$ cat config.mk
export PLATFORM = sky130hd
export DESIGN_NAME = zbin_max_scheduler
export DESIGN_NICKNAME = d
export VERILOG_FILES = /design/src/rtl/zbin_max_scheduler_pkg.sv /design/src/rtl/zbin_max_scheduler_fifo.sv /design/src/rtl/zbin_max_scheduler.sv
export SDC_FILE = /design/constraint.sdc
export NUM_CORES = 1
export LEC_CHECK = 0
export CAP_MARGIN = 20
export CORE_AREA = 2 2 248 250
export CTS_CLUSTER_SIZE = 24
export DETAILED_ROUTE_END_ITERATION = 8
export DIE_AREA = 0 0 250 252
export HOLD_SLACK_MARGIN = 0.08
export SETUP_SLACK_MARGIN = 0.1
export SYNTH_ARGS = -nofsm -noshare
export SYNTH_HDL_FRONTEND = slang
export SYNTH_SLANG_ARGS = --single-unit
$ cat constraint.sdc
create_clock -name clk -period 6.1 [get_ports clk]
set_clock_uncertainty 0.15 [all_clocks]
set_input_delay 1.22 -clock clk [delete_from_list [all_inputs] [get_ports clk]]
set_output_delay 1.22 -clock clk [all_outputs]
set_load 0.03 [all_outputs]
$ cat src/rtl/zbin_max_scheduler_pkg.sv
// Shared constants, FSM state type and result record for the z-bin max scheduler.
package zbin_max_scheduler_pkg;

   localparam int ZBINS       = 8;
   localparam int ZBIN_W      = 3;
   localparam int SEL_W       = 4;
   localparam int MX_LAT_DEF  = 4;
   localparam int WIDTH_DEF   = 32;
   localparam int SLICE_W_DEF = 5;

   typedef enum logic [1:0] {
      ST_IDLE  = 2'd0,
      ST_ISSUE = 2'd1,
      ST_DRAIN = 2'd2,
      ST_DONE  = 2'd3
   } state_t;

   // One per-slice result at the default widths.
   typedef struct packed {
      logic [SLICE_W_DEF-1:0] slice;
      logic [ZBIN_W-1:0]      zbin;
      logic [WIDTH_DEF-1:0]   max;
   } zmax_result_t;

endpackage

$ cat src/rtl/zbin_max_scheduler_fifo.sv
// Synchronous result FIFO: push and pop may coincide at any occupancy,
// head is read combinationally and holds until popped.
module zbin_max_scheduler_fifo #(
   parameter int DEPTH = 8,
   parameter int DW    = 40,
   localparam int AW   = $clog2(DEPTH),
   localparam int CW   = AW + 1
) (
   input  logic          clk,
   input  logic          reset,
   input  logic          push,
   input  logic [DW-1:0] push_data,
   input  logic          pop,
   output logic [DW-1:0] head_data,
   output logic          not_empty,
   output logic [CW-1:0] count
);

   logic [DW-1:0] mem [DEPTH];
   logic [AW-1:0] wr_ptr;
   logic [AW-1:0] rd_ptr;

   // Storage array; no reset needed, occupancy is tracked by count.
   always_ff @(posedge clk) begin
      if (push) mem[wr_ptr] <= push_data;
   end

   // Pointers and occupancy.
   always_ff @(posedge clk) begin
      if (reset) begin
         wr_ptr <= '0;
         rd_ptr <= '0;
         count  <= '0;
      end else begin
         if (push) wr_ptr <= wr_ptr + AW'(1);
         if (pop)  rd_ptr <= rd_ptr + AW'(1);
         case ({push, pop})
            2'b10:   count <= count + CW'(1);
            2'b01:   count <= count - CW'(1);
            default: count <= count;
         endcase
      end
   end

   assign head_data = mem[rd_ptr];
   assign not_empty = (count != '0);

   a_no_overflow: assert property (@(posedge clk) disable iff (reset)
      (push && !pop) |-> (count < CW'(DEPTH)));
   a_no_underflow: assert property (@(posedge clk) disable iff (reset)
      pop |-> (count != '0));

endmodule

$ cat src/rtl/zbin_max_scheduler.sv
// Event scan sequencer: reads the 8 z-bin sums of every phi slice, hands them
// to the external pipelined max selector, tags the answers with their slice,
// queues them for the consumer and keeps the event-wide best.
//
//   state    | meaning
//   ---------+--------------------------------------------------------------
//   ST_IDLE  | waiting for start; previous best_* held
//   ST_ISSUE | issuing slice reads while result credits are available
//   ST_DRAIN | all reads issued, waiting for the last selector answer
//   ST_DONE  | one-cycle done pulse, back to idle
module zbin_max_scheduler
   import zbin_max_scheduler_pkg::*;
#(
   parameter int WIDTH      = 32,
   parameter int NSLICE     = 27,
   parameter int SLICE_W    = 5,
   parameter int MX_LAT     = MX_LAT_DEF,
   parameter int FIFO_DEPTH = 8
) (
   input  logic                     clk,
   input  logic                     reset,
   input  logic                     start,
   output logic                     busy,
   output logic                     rd_en,
   output logic [SLICE_W-1:0]       rd_addr,
   input  logic [ZBINS*WIDTH-1:0]   rd_data,
   output logic [ZBINS*WIDTH-1:0]   mx_in,
   input  logic [WIDTH-1:0]         mx_max,
   input  logic [SEL_W-1:0]         mx_sel,
   output logic                     res_valid,
   input  logic                     res_ready,
   output logic [SLICE_W-1:0]       res_slice,
   output logic [ZBIN_W-1:0]        res_zbin,
   output logic [WIDTH-1:0]         res_max,
   output logic                     done,
   output logic [SLICE_W-1:0]       best_slice,
   output logic [ZBIN_W-1:0]        best_zbin,
   output logic [WIDTH-1:0]         best_max
);

   localparam int CNT_W = $clog2(FIFO_DEPTH) + 1;
   localparam int SUM_W = CNT_W + 1;
   localparam int RES_W = SLICE_W + ZBIN_W + WIDTH;
   localparam logic [SLICE_W-1:0] LAST_SLICE = SLICE_W'(NSLICE - 1);

   state_t               state_q, state_d;
   logic [SLICE_W-1:0]   addr_q;
   logic [MX_LAT:0]      pv_q;
   logic [SLICE_W-1:0]   ps_q [MX_LAT+1];
   logic [CNT_W-1:0]     inflight_q;
   logic [CNT_W-1:0]     fifo_count;
   logic [SUM_W-1:0]     used;
   logic                 credit_ok;
   logic                 issue;
   logic                 push;
   logic                 pop;
   logic                 start_ok;
   logic                 last_capture;
   logic [SLICE_W-1:0]   push_slice;
   logic [RES_W-1:0]     head;

   assign mx_in = rd_data;

   // A read may only go out if its answer is guaranteed a FIFO slot.
   assign used      = SUM_W'(inflight_q) + SUM_W'(fifo_count);
   assign credit_ok = (used < SUM_W'(FIFO_DEPTH));

   assign start_ok     = (state_q == ST_IDLE) && start;
   assign push         = pv_q[MX_LAT];
   assign push_slice   = ps_q[MX_LAT];
   assign last_capture = push && (push_slice == LAST_SLICE);
   assign pop          = res_valid && res_ready;

   // State register.
   always_ff @(posedge clk) begin
      if (reset) state_q <= ST_IDLE;
      else       state_q <= state_d;
   end

   // Next state, read issue and done pulse.
   always_comb begin
      state_d = state_q;
      issue   = 1'b0;
      done    = 1'b0;
      case (state_q)
         ST_IDLE: begin
            if (start) state_d = ST_ISSUE;
         end
         ST_ISSUE: begin
            if (credit_ok) begin
               issue = 1'b1;
               if (addr_q == LAST_SLICE) state_d = ST_DRAIN;
            end
         end
         ST_DRAIN: begin
            if (last_capture) state_d = ST_DONE;
         end
         ST_DONE: begin
            done    = 1'b1;
            state_d = ST_IDLE;
         end
         default: state_d = ST_IDLE;
      endcase
   end

   assign busy    = (state_q != ST_IDLE);
   assign rd_en   = issue;
   assign rd_addr = addr_q;

   // Slice address: restarts on every accepted start, advances per issued read.
   always_ff @(posedge clk) begin
      if (reset)         addr_q <= '0;
      else if (start_ok) addr_q <= '0;
      else if (issue)    addr_q <= (addr_q == LAST_SLICE) ? '0 : addr_q + SLICE_W'(1);
   end

   // Valid pipe aligned with the read plus selector latency.
   always_ff @(posedge clk) begin
      if (reset) pv_q <= '0;
      else       pv_q <= {pv_q[MX_LAT-1:0], issue};
   end

   // Slice tags travel alongside the valid bits; only meaningful where valid.
   always_ff @(posedge clk) begin
      ps_q[0] <= addr_q;
      for (int i = 1; i <= MX_LAT; i++) ps_q[i] <= ps_q[i-1];
   end

   // Entries currently in the pipe; each one already owns a FIFO slot.
   always_ff @(posedge clk) begin
      if (reset) inflight_q <= '0;
      else       inflight_q <= inflight_q + CNT_W'(issue) - CNT_W'(push);
   end

   // Event best: strict compare so the earliest slice keeps a tie.
   always_ff @(posedge clk) begin
      if (reset || start_ok) begin
         best_slice <= '0;
         best_zbin  <= '0;
         best_max   <= '0;
      end else if (push && (mx_max > best_max)) begin
         best_slice <= push_slice;
         best_zbin  <= mx_sel[ZBIN_W-1:0];
         best_max   <= mx_max;
      end
   end

   zbin_max_scheduler_fifo #(
      .DEPTH (FIFO_DEPTH),
      .DW    (RES_W)
   ) u_fifo (
      .clk       (clk),
      .reset     (reset),
      .push      (push),
      .push_data ({push_slice, mx_sel[ZBIN_W-1:0], mx_max}),
      .pop       (pop),
      .head_data (head),
      .not_empty (res_valid),
      .count     (fifo_count)
   );

   assign {res_slice, res_zbin, res_max} = head;

   a_sel_msb_zero: assert property (@(posedge clk) disable iff (reset)
      push |-> (mx_sel[SEL_W-1] == 1'b0));

endmodule

Word level (Yosys, flattened, before mapping)

Memory sizes are Yosys's and may differ from the RTL's. A register that Yosys moved wholly into a read port is not among the register bits.
Cells that the tools add are included.

$add $sub $neg: 8
Magnitude comparators: 2
Eq/ne operators: 11
Multiplexer cells: 14
Reductions and logical operators: 11

Operator list:

| operator            | count |
|---|---|
| $gt 32x32->1        | 1 |
| $eq 5x5->1 const B  | 2 |
| $mux 2              | 4 |
| $ne 2x2->1 const B  | 4 |
| $pmux 2 s4          | 1 |
| $pmux 4 s2          | 1 |
| $add 3x1->3 const B | 2 |
| $eq 2x2->1 const B  | 3 |
| $mux 3              | 2 |
| $add 4x4->5         | 1 |
| $add 5x1->5 const B | 1 |
| $lt 5x4->1 const B  | 1 |
| $mux 1              | 5 |
| $mux 5              | 1 |
| $add 4x1->4         | 1 |
| $add 4x1->4 const B | 1 |
| $eq 2x1->1 const B  | 2 |
| $logic_and 1x1->1   | 4 |
| $reduce_and 4->1    | 1 |
| $reduce_bool 2->1   | 2 |
| $reduce_bool 4->1   | 1 |
| $sub 4x1->4         | 1 |
| $sub 4x1->4 const B | 1 |
| $logic_not 2->1     | 1 |
| 2 further kinds     | 2 |

Bits in registers: 66
Memory bits (writable): 345
Input bits: 296
Output and inout port bits: 345
Logic and storage cells: 58
Memories: 2

Memories:

| memory     | depth | width | rd ports | clocked after memory_dff | wr ports | RTL line                      | source |
|---|---|---|---|---|---|---|---|
| u_fifo.mem | 8     | 40    | 1        | 1                        | 1        | zbin_max_scheduler_fifo.sv:19 | `logic [DW-1:0] mem [DEPTH];` |
| ps_q       | 5     | 5     | 5        | 0                        | 5        | zbin_max_scheduler.sv:49      | `logic [SLICE_W-1:0] ps_q [MX_LAT+1];` |

Depth between registers and ports, before layout

Gate-level depths: netlist of run 1.

Depth after elaboration: 6
Mapped depth: 10

By module

A second synthesis of run 1 with hierarchy kept.

Cells, all modules: 1187
Area, all modules: 18585.3 um^2

Modules (own cells, without submodules):

| module                  | instances | cells each | area an instance (um^2) | sequential area each (um^2) |
|---|---|---|---|---|
| zbin_max_scheduler_fifo | 1         | 532        | 12929.9                 | 9869.5 |
| zbin_max_scheduler      | 1         | 655        | 5655.4                  | 1621.6 |

Worst setup path after synthesis of run 1

OpenSTA, ideal clock, no wires.

Path kind: register to register
From: reg pv_q[4]
To: mem u_fifo.mem[0][0] (enable)
Library setup time: 0.487 ns
Data arrival time: 3.492 ns
Required time: 5.463 ns
Path slack: 1.971 ns
Stages on the path, launching flop included: 4
Cell sequence: dfxtp_1 -> clkbuf_1 -> nand2b_1 -> nor3_1

Cells in the longest elaborated chain, start to end: 2

Ends and longest elaborated chain:

| element                      | RTL line                      | source |
|---|---|---|
| start, declared              | zbin_max_scheduler.sv:48      | `logic [MX_LAT:0] pv_q;` |
| start signal, assigned       | zbin_max_scheduler.sv:120     | `else pv_q <= {pv_q[MX_LAT-1:0], issue};` |
| $mux 1                       | zbin_max_scheduler_fifo.sv:25 | `if (push) mem[wr_ptr] <= push_data;` |
| $mux 1 (not written as such) | zbin_max_scheduler_fifo.sv:25 |  |
| end, declared                | zbin_max_scheduler_fifo.sv:19 |  |

No other way between the ends.

Worst setup path after layout of run 1

From: reg u_fifo.count[1]
To: out rd_en

Cells in the longest elaborated chain, start to end: 4

Ends and longest elaborated chain:

| element                | RTL line                      | source |
|---|---|---|
| start, declared        | zbin_max_scheduler_fifo.sv:16 | `output logic [CW-1:0] count` |
| start signal, assigned | zbin_max_scheduler_fifo.sv:38 | `2'b10: count <= count + CW'(1);` |
| start signal, assigned | zbin_max_scheduler_fifo.sv:39 | `2'b01: count <= count - CW'(1);` |
| start signal, assigned | zbin_max_scheduler_fifo.sv:40 | `default: count <= count;` |
| $add 4x4->5            | zbin_max_scheduler.sv:65      | `assign used = SUM_W'(inflight_q) + SUM_W'(fifo_count);` |
| $lt 5x4->1             | zbin_max_scheduler.sv:66      | `assign credit_ok = (used < SUM_W'(FIFO_DEPTH));` |
| $mux 1                 | zbin_max_scheduler.sv:90      | `if (credit_ok) begin` |
| $mux 1                 | zbin_max_scheduler.sv:85      | `case (state_q)` |
| end, declared          | zbin_max_scheduler.sv:24      | `output logic rd_en,` |

No other way between the ends.

==> run summary, run 1 <==
TritonCTS created 42 clock buffers. The horizontal die dimension is 250 um, and the number of buffers added for setup after CTS is 0. The average vias per placed instance is 4.88, and the worst slew slack as a fraction of its limit is 0.310. Dividing the synthesized area by the synthesized cell count gives 15.4 um^2.

The post-synthesis compound-gate area fraction is 0.0160, and the cell count after placement is 1823. 0 antenna diodes ended up in the layout. The clock slew seen by the registers of the worst setup and hold paths was 0.06 ns.

CTS saw 414 sinks. In this run the remaining antenna-violating nets after routing total 0. Setup repair after global routing left no endpoint under its margin.

The portion of the post-synthesis area used by sequential elements came out at 0.630. The busiest metal layer after global routing was met2. For the final-layout setup total negative slack, the log shows 0 ns. The total routing usage reported by global routing came out at 0.224. Post-route fraction of the period consumed by the critical path: 0.788. For the met2 track utilization from global routing, the log shows 0.341. Data on the critical path arrives at its endpoint at 3.44 ns.

The tools report the number of cell rows as 90. Once detailed placement completed, the half-perimeter wirelength came to 55800 um. The simple-gate share of the synthesized area was 0.0387; the number of max-slew violations in the final report was 0.

TritonCTS built the clock tree. The logs give 0 for the post-cts sizing count and 1188 for the count of mapped cells out of synthesis. Clock latency on the worst-skew pair, taken at its later pin, is 0.54 ns. Counting every net in the synthesized netlist gives 1537.

The total routed wirelength is 72000 um. Worst hold path class: reg2reg. In this run, the number of DRC markers left after iteration 0 of detailed routing was 476. Input and output buffers added on the ports amount to 127. The leftover overflow at the end of global routing was 0.

The net count of the finished layout is 1434. Fraction of synthesized cell area in xor and xnor cells: 0.00672. Global-route met3 utilization: 0.262. After detailed routing, the average wire length per cell comes to 37.9 um. Yosys mapped a number of flops with a built-in enable equal to 320. The tools report the starting utilization of the core area as 0.303. For this run, the leading register cell type out of synthesis is edfxtp_1. 641 I/O pins were placed. The floorplan step defined a die boundary enclosing 63000 um^2. The max-capacitance violation count is 0. The tools report the via count of the first global-routing pass as 9061. Entering global routing, the biggest net connects 64 pins. After synthesis, the largest family of logic cells by area is multiplexers. The run gives 43 as the unique cell type count in the Yosys netlist. Setup violations remaining at the end of the flow were counted as 0. For the pin with the worst max-slew slack, the measured transition is 1.04 ns. The proportion of layout cells with a drive suffix above 1 is 0.199, and the number of buffers inserted for hold repair after clock tree synthesis is 0. The clock tree synthesis step divided the H-tree into 2 levels. The combined area of all synthesized cells is 18200 um^2, and the wire length of the first global-routing pass is 92500 um. The run gives 0 as the total of warnings raised by yosys.

The clock passes through at most 3 buffers. The met1 global-route usage is 0.185. STA classifies the critical path startpoint as a register.

The peak fanout along the critical path works out to 10. For this run, the detailed router's first-pass iteration total came to 5. The run gives 0.974 as the placer's final routability congestion estimate. Leaving out fill and tap cells, the most frequent cells in the layout are edfxtp_1, clkdlybuf4s50_1, nand2_1. The highest ir drop seen on vdd was 153 uV. The non-filler instance count after layout was 1900; the arithmetic-cell share of the synthesized area counting full adders, half adders and majority gates was 0.0372.

The worst setup path is of the reg2out kind. The proportion of synthesized flip-flops having asynchronous set or reset is 0. For this run, the top clock speed supported by timing is 0.208 GHz. The final critical path time including I/O delays and setup is 4.81 ns, and the required arrival time at the worst endpoint is 4.73 ns. The analysis attributes to cell leakage a power of 6.29 nW. Area growth from synthesis to final layout: 9.68%. The tools report the total via count in the routed design as 9267. The power density over the cells is 305 nW/um^2, and the initial antenna violation count is 2. The total count of hold-check failures in the final report is 0. The commonest non-fill, non-tap cell in the layout is edfxtp_1.

In this run, synthesis produced a sequential element count of 414. The DRC violations left is 0, and the area inside the core boundary is 60100 um^2. The floorplan step set the die height to 252 um.

The root buffer cell chosen for the clock tree is clkbuf_16. The multiplexer share of the synthesized area is 0.146. STA classifies the critical path endpoint as a primary output.

Across all register-to-register paths, the minimum setup slack is 2.84 ns. The run finished with clean final reports.
cells in the mapped netlist, drive strengths merged (2+ instances only):
library cell / count / share of area
a211oi: 3 / 0.0012
a21o: 4 / 0.0016
a21oi: 20 / 0.0061
a221o: 2 / 0.0011
buf: 270 / 0.11
clkbuf: 24 / 0.0049
dfxtp: 94 / 0.10
edfxtp: 320 / 0.53
fa: 2 / 0.0022
ha: 51 / 0.035
inv: 47 / 0.0097
mux2: 40 / 0.025
mux2i: 42 / 0.023
mux4: 80 / 0.099
nand2: 96 / 0.020
nand2b: 3 / 0.0010
nand3: 4 / 0.0011
nand4: 10 / 0.0034
nor2: 30 / 0.0062
nor2b: 8 / 0.0027
nor3: 3 / 0.00082
nor4: 2 / 0.00069
nor4bb: 2 / 0.0011
o21ai: 3 / 0.00082
or3: 2 / 0.00069
xnor2: 4 / 0.0019
xor2: 10 / 0.0048
sequential cells by signal, indices dropped and copies added (netlist names), 4 cells and up, named ones only:
| name | count |
|---|---|
| u_fifo.mem | 320 |
| best_max | 32 |
| ps_q | 25 |
| best_slice | 5 |
| pv_q | 5 |
| rd_addr | 5 |
| inflight_q | 4 |
| u_fifo.count | 4 |
routing by layer:
layer,routed length [um],up-vias
li1,-,3878
met3,18600,89
met1,19400,4535
met4,1370,12
met5,429,-
met2,32200,753
where the power goes:
| part | switching, mW | internal, mW | leakage (nW) |
|---|---|---|---|
| clock network | 1.06 | 1.49 | 0.683 |
| registers | 0.0421 | 3.09 | 3.63 |
| logic | 0.256 | 0.170 | 1.98 |
final timing paths:
kind / from / endpoint / cells after the start
setup / recovery: u_fifo.count[1] / rd_en / 5
hold / removal: ps_q[0][9] / ps_q[0][14] / 0
setup reg to reg: best_max[14] / best_slice[4] / 9
hold reg to reg: ps_q[0][9] / ps_q[0][14] / 0
cell type report:
type                    count  area, um^2
clock inverters            15         109
fillers                  5716       40100
inverters                  47         176
clock buffers              62        1270
repair buffers            147        1430
well taps                 782         978
flip-flops and latches    414       11500
multi-input cells         433        4540
worst max-delay path: stages (launching register included):
cell and delay [ns]:
dfxtp_1 0.42, ha_1 0.26, a31o_2 0.25, a2111oi_2 0.56, and2_1 0.57, clkdlybuf4s50_1 0.83
per-stage QoR:
stage	power [mW]	area [um^2]	hold slack [ns]	setup slack [ns]	utilization
6_report	6.10	20000	0.175	1.29	0.333
5_1_grt	6.30	20000	0.180	1.13	0.333
3_5_place_dp	3.62	18600	0.162	1.36	0.310
4_1_cts	6.16	20000	0.174	1.24	0.333
2_1_floorplan	3.76	18200	0.160	1.97	-
3_3_place_gp	3.60	18600	0.160	1.41	0.310
cells by family (layout without fill, tap and decap cells):
group           Yosys count  in the layout
fa+ha+maj                53             53
simple gates            163            163
mux                     162            162
buf+inv                 341            271
flops                   414            414
compound gates           41             41
xor+xnor                 14             14
(Power assumes the default switching activity.)
==> run 2: changes to the inputs <==
==> constraint.sdc (replaced) <==
create_clock -name clk -period 5 [get_ports clk]
set_clock_uncertainty 0.15 [all_clocks]
set_input_delay 1 -clock clk [delete_from_list [all_inputs] [get_ports clk]]
set_output_delay 1 -clock clk [all_outputs]
set_load 0.03 [all_outputs]
==> run 2 against run 1 <==
Die area is the same. Register-to-register slack lost 1.1 ns. Clock-buffer cell count shrank 2. Combinational power grew 27%. Setup slack lost 0.62 ns. Sequential power grew 22%. Final cell count grew 0.37%. Via count grew 0.38%. Hold slack lost 0.0015 ns. Critical endpoint is now res_max[27]. Largest power group unchanged.
==> run summary, run 2 (synthesis gave the netlist of run 1 again) <==
Setup violations remaining at the end of the flow were counted as 0. The final design utilization was 0.333. Proportion of layout cells with a drive suffix above 1: 0.204.

The max-capacitance violation count is 0, and the number of buffers inserted for hold repair after clock tree synthesis is 0. The tools report the total internal power as 5.71 mW. Clock-pin slew was measured on the worst setup and hold paths at 0.06 ns. The routed length per instance is 38.3 um, and the clock power share is 0.409. Summed over all nets, the switching power comes to 1.66 mW.

The first global-routing pass estimated 93600 um of wire. For this design the ratio of total power to cell area is 368 nW/um^2. The area of combinational cells with multiple inputs was 4540 um^2; the total routed wirelength was 73000 um. The register area was 11500 um^2; the transition time of the tightest slew-check pin was 0.940 ns. Summed over all cells, the static leakage comes to 6.32 nW.

Setup repair after global routing left no endpoint under its margin. The logs give 0.073 for the power share of the combinational group and 40 for the number of buffers inserted during clock tree synthesis. The worst setup path is launched from a register. The number of max-slew violations in the final report was 0. For the die outline area, the log shows 63000 um^2. The count of nets left with antenna violations once routing finished came out at 0. The net count of the finished layout is 1440. The vertical die dimension was 252 um; the area growth from synthesis to final layout was 9.85%. TritonCTS sink count: 414.

Slowest library cell on the worst path: dfxtp_4. Post-CTS timing repair inserted 0 buffers for setup. The area inside the core boundary is 60100 um^2. The largest registers in the layout are u_fifo.mem (320), best_max (32), ps_q (25). The pre-antenna-repair detailed-routing pass consisted of 5 iterations. The final critical path time including I/O delays and setup works out to 4.33 ns. The tools report the root cell of the clock tree as clkbuf_16. Input and output buffers added on the ports amount to 127. In this run the worst hold path is classified as reg2reg. The final-layout setup total negative slack was 0 ns; the DRC violations left was 0.

The top achievable clock speed came out at 0.231 GHz. During I/O placement, the number of pins put on the boundary was 641. The via count of the first global-routing pass is 9384, and the violation count after the first detailed-routing iteration is 578. In this run the worst path has a maximum fanout of 28. The worst register-to-register path has a setup slack of 1.70 ns. The post-cts sizing count is 0. More flip-flops sit in one register than any other, and that register is u_fifo.mem.

The top cell types in the final layout, fill and taps aside, are edfxtp_1, clkdlybuf4s50_1, nand2_1. The placer's final routability congestion estimate came out at 0.973. Data arrives at the worst endpoint at 3.18 ns. Stage delay of the slowest cell on the critical path: 0.76 ns. Dividing the detail-routed via count by the number of cells gives 4.88. Across the VDD grid, the largest voltage drop is 206 uV. The longest clock path from root to sink contains 3 buffers. The HPWL reported at the end of detailed placement was 56600 um. The run finished with clean final reports. The post-route fraction of the period consumed by the critical path is 0.865.

Endpoint type of the worst setup path: a primary output. The run gives 0.372 as the worst slew slack as a fraction of its limit. For the worst-skew pair, the clock arrives at the later sink with an insertion delay of 0.55 ns.

The register with the most flip-flops in the layout has 320 of them. The starting utilization of the core area is 0.303. Commonest non-fill, non-tap cell in the layout: edfxtp_1. The run gives 90 as the number of cell rows.

The critical path contains buffers and inverters numbering 2 combined. In the post-route analysis, the smallest setup slack over all paths is 0.673 ns. For the leftover overflow at the end of global routing, the log shows 0. The switching power as a share of total power is 0.225, and the total of fill cells in the finished design is 5804. At the worst endpoint, the required time is 3.85 ns. The initial antenna violation count was 1. The tools report the total count of hold-check failures in the final report as 0. The cell family contributing the most delay on the critical path is buffers and inverters. The critical path in this run is classified as reg2out.

The tools report the sequential group share of total power as 0.518. The total routing usage reported by global routing was 0.227. TritonCTS built the clock tree.

Horizontal die dimension: 250 um. Largest net degree at the start of global routing: 73. CTS built an H-tree with a depth of 2. Before CTS, the worst setup slack after placement is 0.276 ns. The detailed router placed 9302 vias in this run. Traced cell by cell, the critical path runs through buf_12 > mux4_2 > mux2_2 > clkdlybuf4s50_1.
-- run 2: cell count changes in the layout (fill, tap and decap cells not counted), moves of 2 or more --
cell | before | now
clkbuf_8 | 8 | 11
buf_12 | 1 | 4
diode_2 | 0 | 2
clkbuf_16 | 45 | 41
clkinv_1 | 4 | 2
buf_4 | 19 | 24
-- run 2: worst register-to-register path, cell delays in order (launching register included) --
cell	delay [ns]
dfxtp_1	0.38
inv_1	0.07
ha_1	0.31
nand4_1	0.17
nor4_1	0.44
a21boi_0	0.26
nor4bb_1	0.14
a21oi_4	0.73
buf_12	0.32
mux2i_1	0.24
-- run 2: power groups by stage --
stage	Combinational (mW)	Sequential (mW)	Clock (mW)
after floorplan	0.696	3.89	0
after global placement	0.522	3.89	0
after detailed placement	0.538	3.89	0
after CTS	0.544	3.82	3.06
after global routing	0.590	3.82	3.19
final	0.540	3.82	3.01
-- run 2: final timing paths --
check / cells past startpoint / from / to
worst max-delay path: 4 / register / res_max[27]
worst min-delay path: 0 / ps_q[0][15] / ps_q[0][20]
worst max register to register: 9 / best_max[14] / best_max[5]
worst min register to register: 0 / ps_q[0][15] / ps_q[0][20]
-- run 2: layout make-up --
type	count	share of cell area
Sequential cell	414	0.574
Clock inverter	14	0.00524
Antenna cell	2	0.000250
Timing Repair Buffer	155	0.0764
Clock buffer	60	0.0602
Tap cell	782	0.0488
Multi-Input combinational cell	433	0.226
Inverter	47	0.00880
-- run 2: through the flow --
step | hold slack [ns] | cells | instance area, um^2 | power [mW]
after floorplan | 0.160 | 1188 | 18200 | 4.58
after global placement | 0.160 | 1831 | 18700 | 4.41
after detailed placement | 0.162 | 1831 | 18700 | 4.43
after CTS | 0.173 | 1905 | 20000 | 7.43
after global routing | 0.179 | 1906 | 20000 | 7.61
final | 0.174 | 1907 | 20000 | 7.37
-- run 2: routing by layer --
layer | routed length, um | GRT usage | vias to the layer above
met1 | 20400 | 0.188 | 4621
met2 | 32700 | 0.348 | 702
met3 | 17900 | 0.258 | 94
met5 | 264 | 0.0363 | -
li1 | - | - | 3879
met4 | 1760 | 0.0556 | 6
==> run 3: changes to the inputs <==
--- a/config.mk
+++ b/config.mk
@@ -5,11 +5,11 @@
 export SDC_FILE = /design/constraint.sdc
 export NUM_CORES = 1
 export LEC_CHECK = 0
-export CAP_MARGIN = 20
-export CORE_AREA = 2 2 248 250
+export CORE_AREA = 2 2 246 248
+export CTS_BUF_LIST = sky130_fd_sc_hd__clkbuf_4
 export CTS_CLUSTER_SIZE = 24
 export DETAILED_ROUTE_END_ITERATION = 8
-export DIE_AREA = 0 0 250 252
+export DIE_AREA = 0 0 248 250
 export HOLD_SLACK_MARGIN = 0.08
 export SETUP_SLACK_MARGIN = 0.1
 export SYNTH_ARGS = -nofsm -noshare
==> run 3 against run 2 <==
Clock-buffer cell count up 90. Flip-flop and latch count stayed put. Setup slack worse by 0.29 ns. Largest power group unchanged.
==> run summary, run 3 (synthesis gave the netlist of run 1 again) <==
The TritonCTS sink count is 414, and the number of max-slew violations in the final report is 0. The logs give 159 uV for the highest ir drop seen on vdd and 0 for the count of final setup violators. Setup repair after global routing left no endpoint under its margin.

The commonest non-fill, non-tap cell in the layout is edfxtp_1. Die outline area: 62000 um^2. The largest registers in the layout are u_fifo.mem (320), best_max (32), ps_q (25). For the register area, the log shows 11500 um^2. After clock tree synthesis, the clock-pin slew on the worst setup and hold paths is 0.07 ns. Entering global routing, the biggest net connects 81 pins. Port buffering added 127 buffers.

For this run, design rule violations remaining after detail routing come to 0. Summed over all failing endpoints, the final setup total negative slack is 0 ns. On the final layout, the worst hold slack is 0.171 ns. STA puts the critical path data arrival time at 3.46 ns.

Derived from the worst setup path, the maximum achievable clock frequency is 0.217 GHz. The run gives 0.306 as the starting utilization of the core area. The detailed router finished its first iteration with 516 violations.

In this run the static leakage power is 6.41 nW. The layout has 5684 filler cells. The path class of the tightest hold or removal check is reg2reg.

In this run the remaining antenna-violating nets after routing total 0. The longest clock path from root to sink contains 3 buffers. In the layout the commonest cells are edfxtp_1, clkbuf_4, clkdlybuf4s50_1. The post-cts sizing count was 1.

In the final design database the tool counted 1491 nets. Total via count in the routed design: 9605. For the worst slew slack as a fraction of its limit, the log shows 0.321.

The total count of hold-check failures in the final report was 0. The area growth from synthesis to layout is 9.58%. The multi-input combinational cells in the finished layout cover a total of 4540 um^2. The proportion of layout cells with a drive suffix above 1 is 0.258, and the routed length per instance is 36.2 um.

The number of buffers inserted during clock tree synthesis came out at 100. The run gives 0.86 ns as the clock insertion delay at the later pin of the skew report. Critical path class: reg2out. The logs give 72800 um for the total routed wirelength and 3.85 ns for the required arrival time at the worst endpoint. TritonCTS built the clock tree. The vertical die dimension is 250 um, and the horizontal die dimension is 248 um. The congestion estimate from routability-driven global placement came to 0.965. For this design the ratio of total power to cell area is 361 nW/um^2.

For the number of buffers added for setup after CTS, the log shows 0. The endpoint type of the worst setup path was a primary output. The total overflow left after global routing is 0. The logs give 5 for the initial antenna violation count and 55600 um for the HPWL reported at the end of detailed placement. The first global-routing pass estimated 94100 um of wire. The worst setup path is launched from a register.

The number of hold buffers added after CTS was 0. The cell sitting at the root of the clock tree is a clkbuf_4. The peak fanout along the critical path came out at 30. The tool flagged a number of max-cap violations equal to 0. Row generation in the floorplan step produced 90 rows. More flip-flops sit in one register than any other, and that register is u_fifo.mem.

For the pin with the worst max-slew slack, the measured transition is 1.02 ns. 641 I/O pins were placed. Total routing usage reported by global routing: 0.233. The first detailed-routing pass took 5 iterations. The final critical path time including I/O delays and setup works out to 4.61 ns. The run finished with clean final reports. Number of flip-flops in the largest register: 320. The via count of the first global-routing pass is 9775, and the post-route fraction of the period consumed by the critical path is 0.923. Dividing the detail-routed via count by the number of cells gives 4.78.

The logs give 3 for the count of H-tree levels built during CTS and 1.96 ns for the setup slack on the worst flop-to-flop path. The total area inside the core boundary comes to 59600 um^2.
## run 3: stage by stage
| step | setup slack [ns] | cell area [um^2] | total power, mW | cells | utilization |
|---|---|---|---|---|---|
| CTS | 0.214 | 20000 | 7.31 | 2009 | 0.336 |
| global placement | 0.769 | 18600 | 4.40 | 1822 | 0.313 |
| finish | 0.387 | 20000 | 7.22 | 2011 | 0.336 |
| global route | 0.178 | 20000 | 7.54 | 2011 | 0.336 |
| detailed placement | 0.796 | 18600 | 4.42 | 1822 | 0.313 |
| floorplan | 0.871 | 18200 | 4.58 | 1188 | - |
## run 3: routing by layer
metal  global-route usage  vias up  part of all wire
li1                     -     4071                 -
met1                0.192     4643              0.28
met2                0.344      771              0.44
met3                0.286      108              0.26
met4               0.0536       12             0.018
met5               0.0477        -            0.0054
## run 3: cell type report
class | count | share of cell area
flip-flops and latches | 414 | 0.575
multi-input cells | 433 | 0.227
repair buffers | 146 | 0.0725
clock buffers | 150 | 0.0563
well taps | 782 | 0.0489
clock inverters | 37 | 0.0108
inverters | 47 | 0.00882
diodes | 2 | 0.000250
## run 3: worst paths after layout
check	from	cells after the start	end
min	ps_q[0][18]	0	ps_q[0][23]
max reg2reg	inflight_q[1]	9	inflight_q[2]
max	register	4	res_max[27]
min reg2reg	ps_q[0][18]	0	ps_q[0][23]
## run 3: critical path: stages (launching register included)
cell	delay [ns]
dfxtp_4	0.77
buf_12	0.34
mux4_2	0.54
mux2_2	0.28
clkdlybuf4s50_1	0.68
## run 3: power by group
group	switching (mW)	total (mW)	internal, mW
clock network	1.38	2.87	1.49
logic	0.322	0.529	0.207
registers	0.0538	3.82	3.76
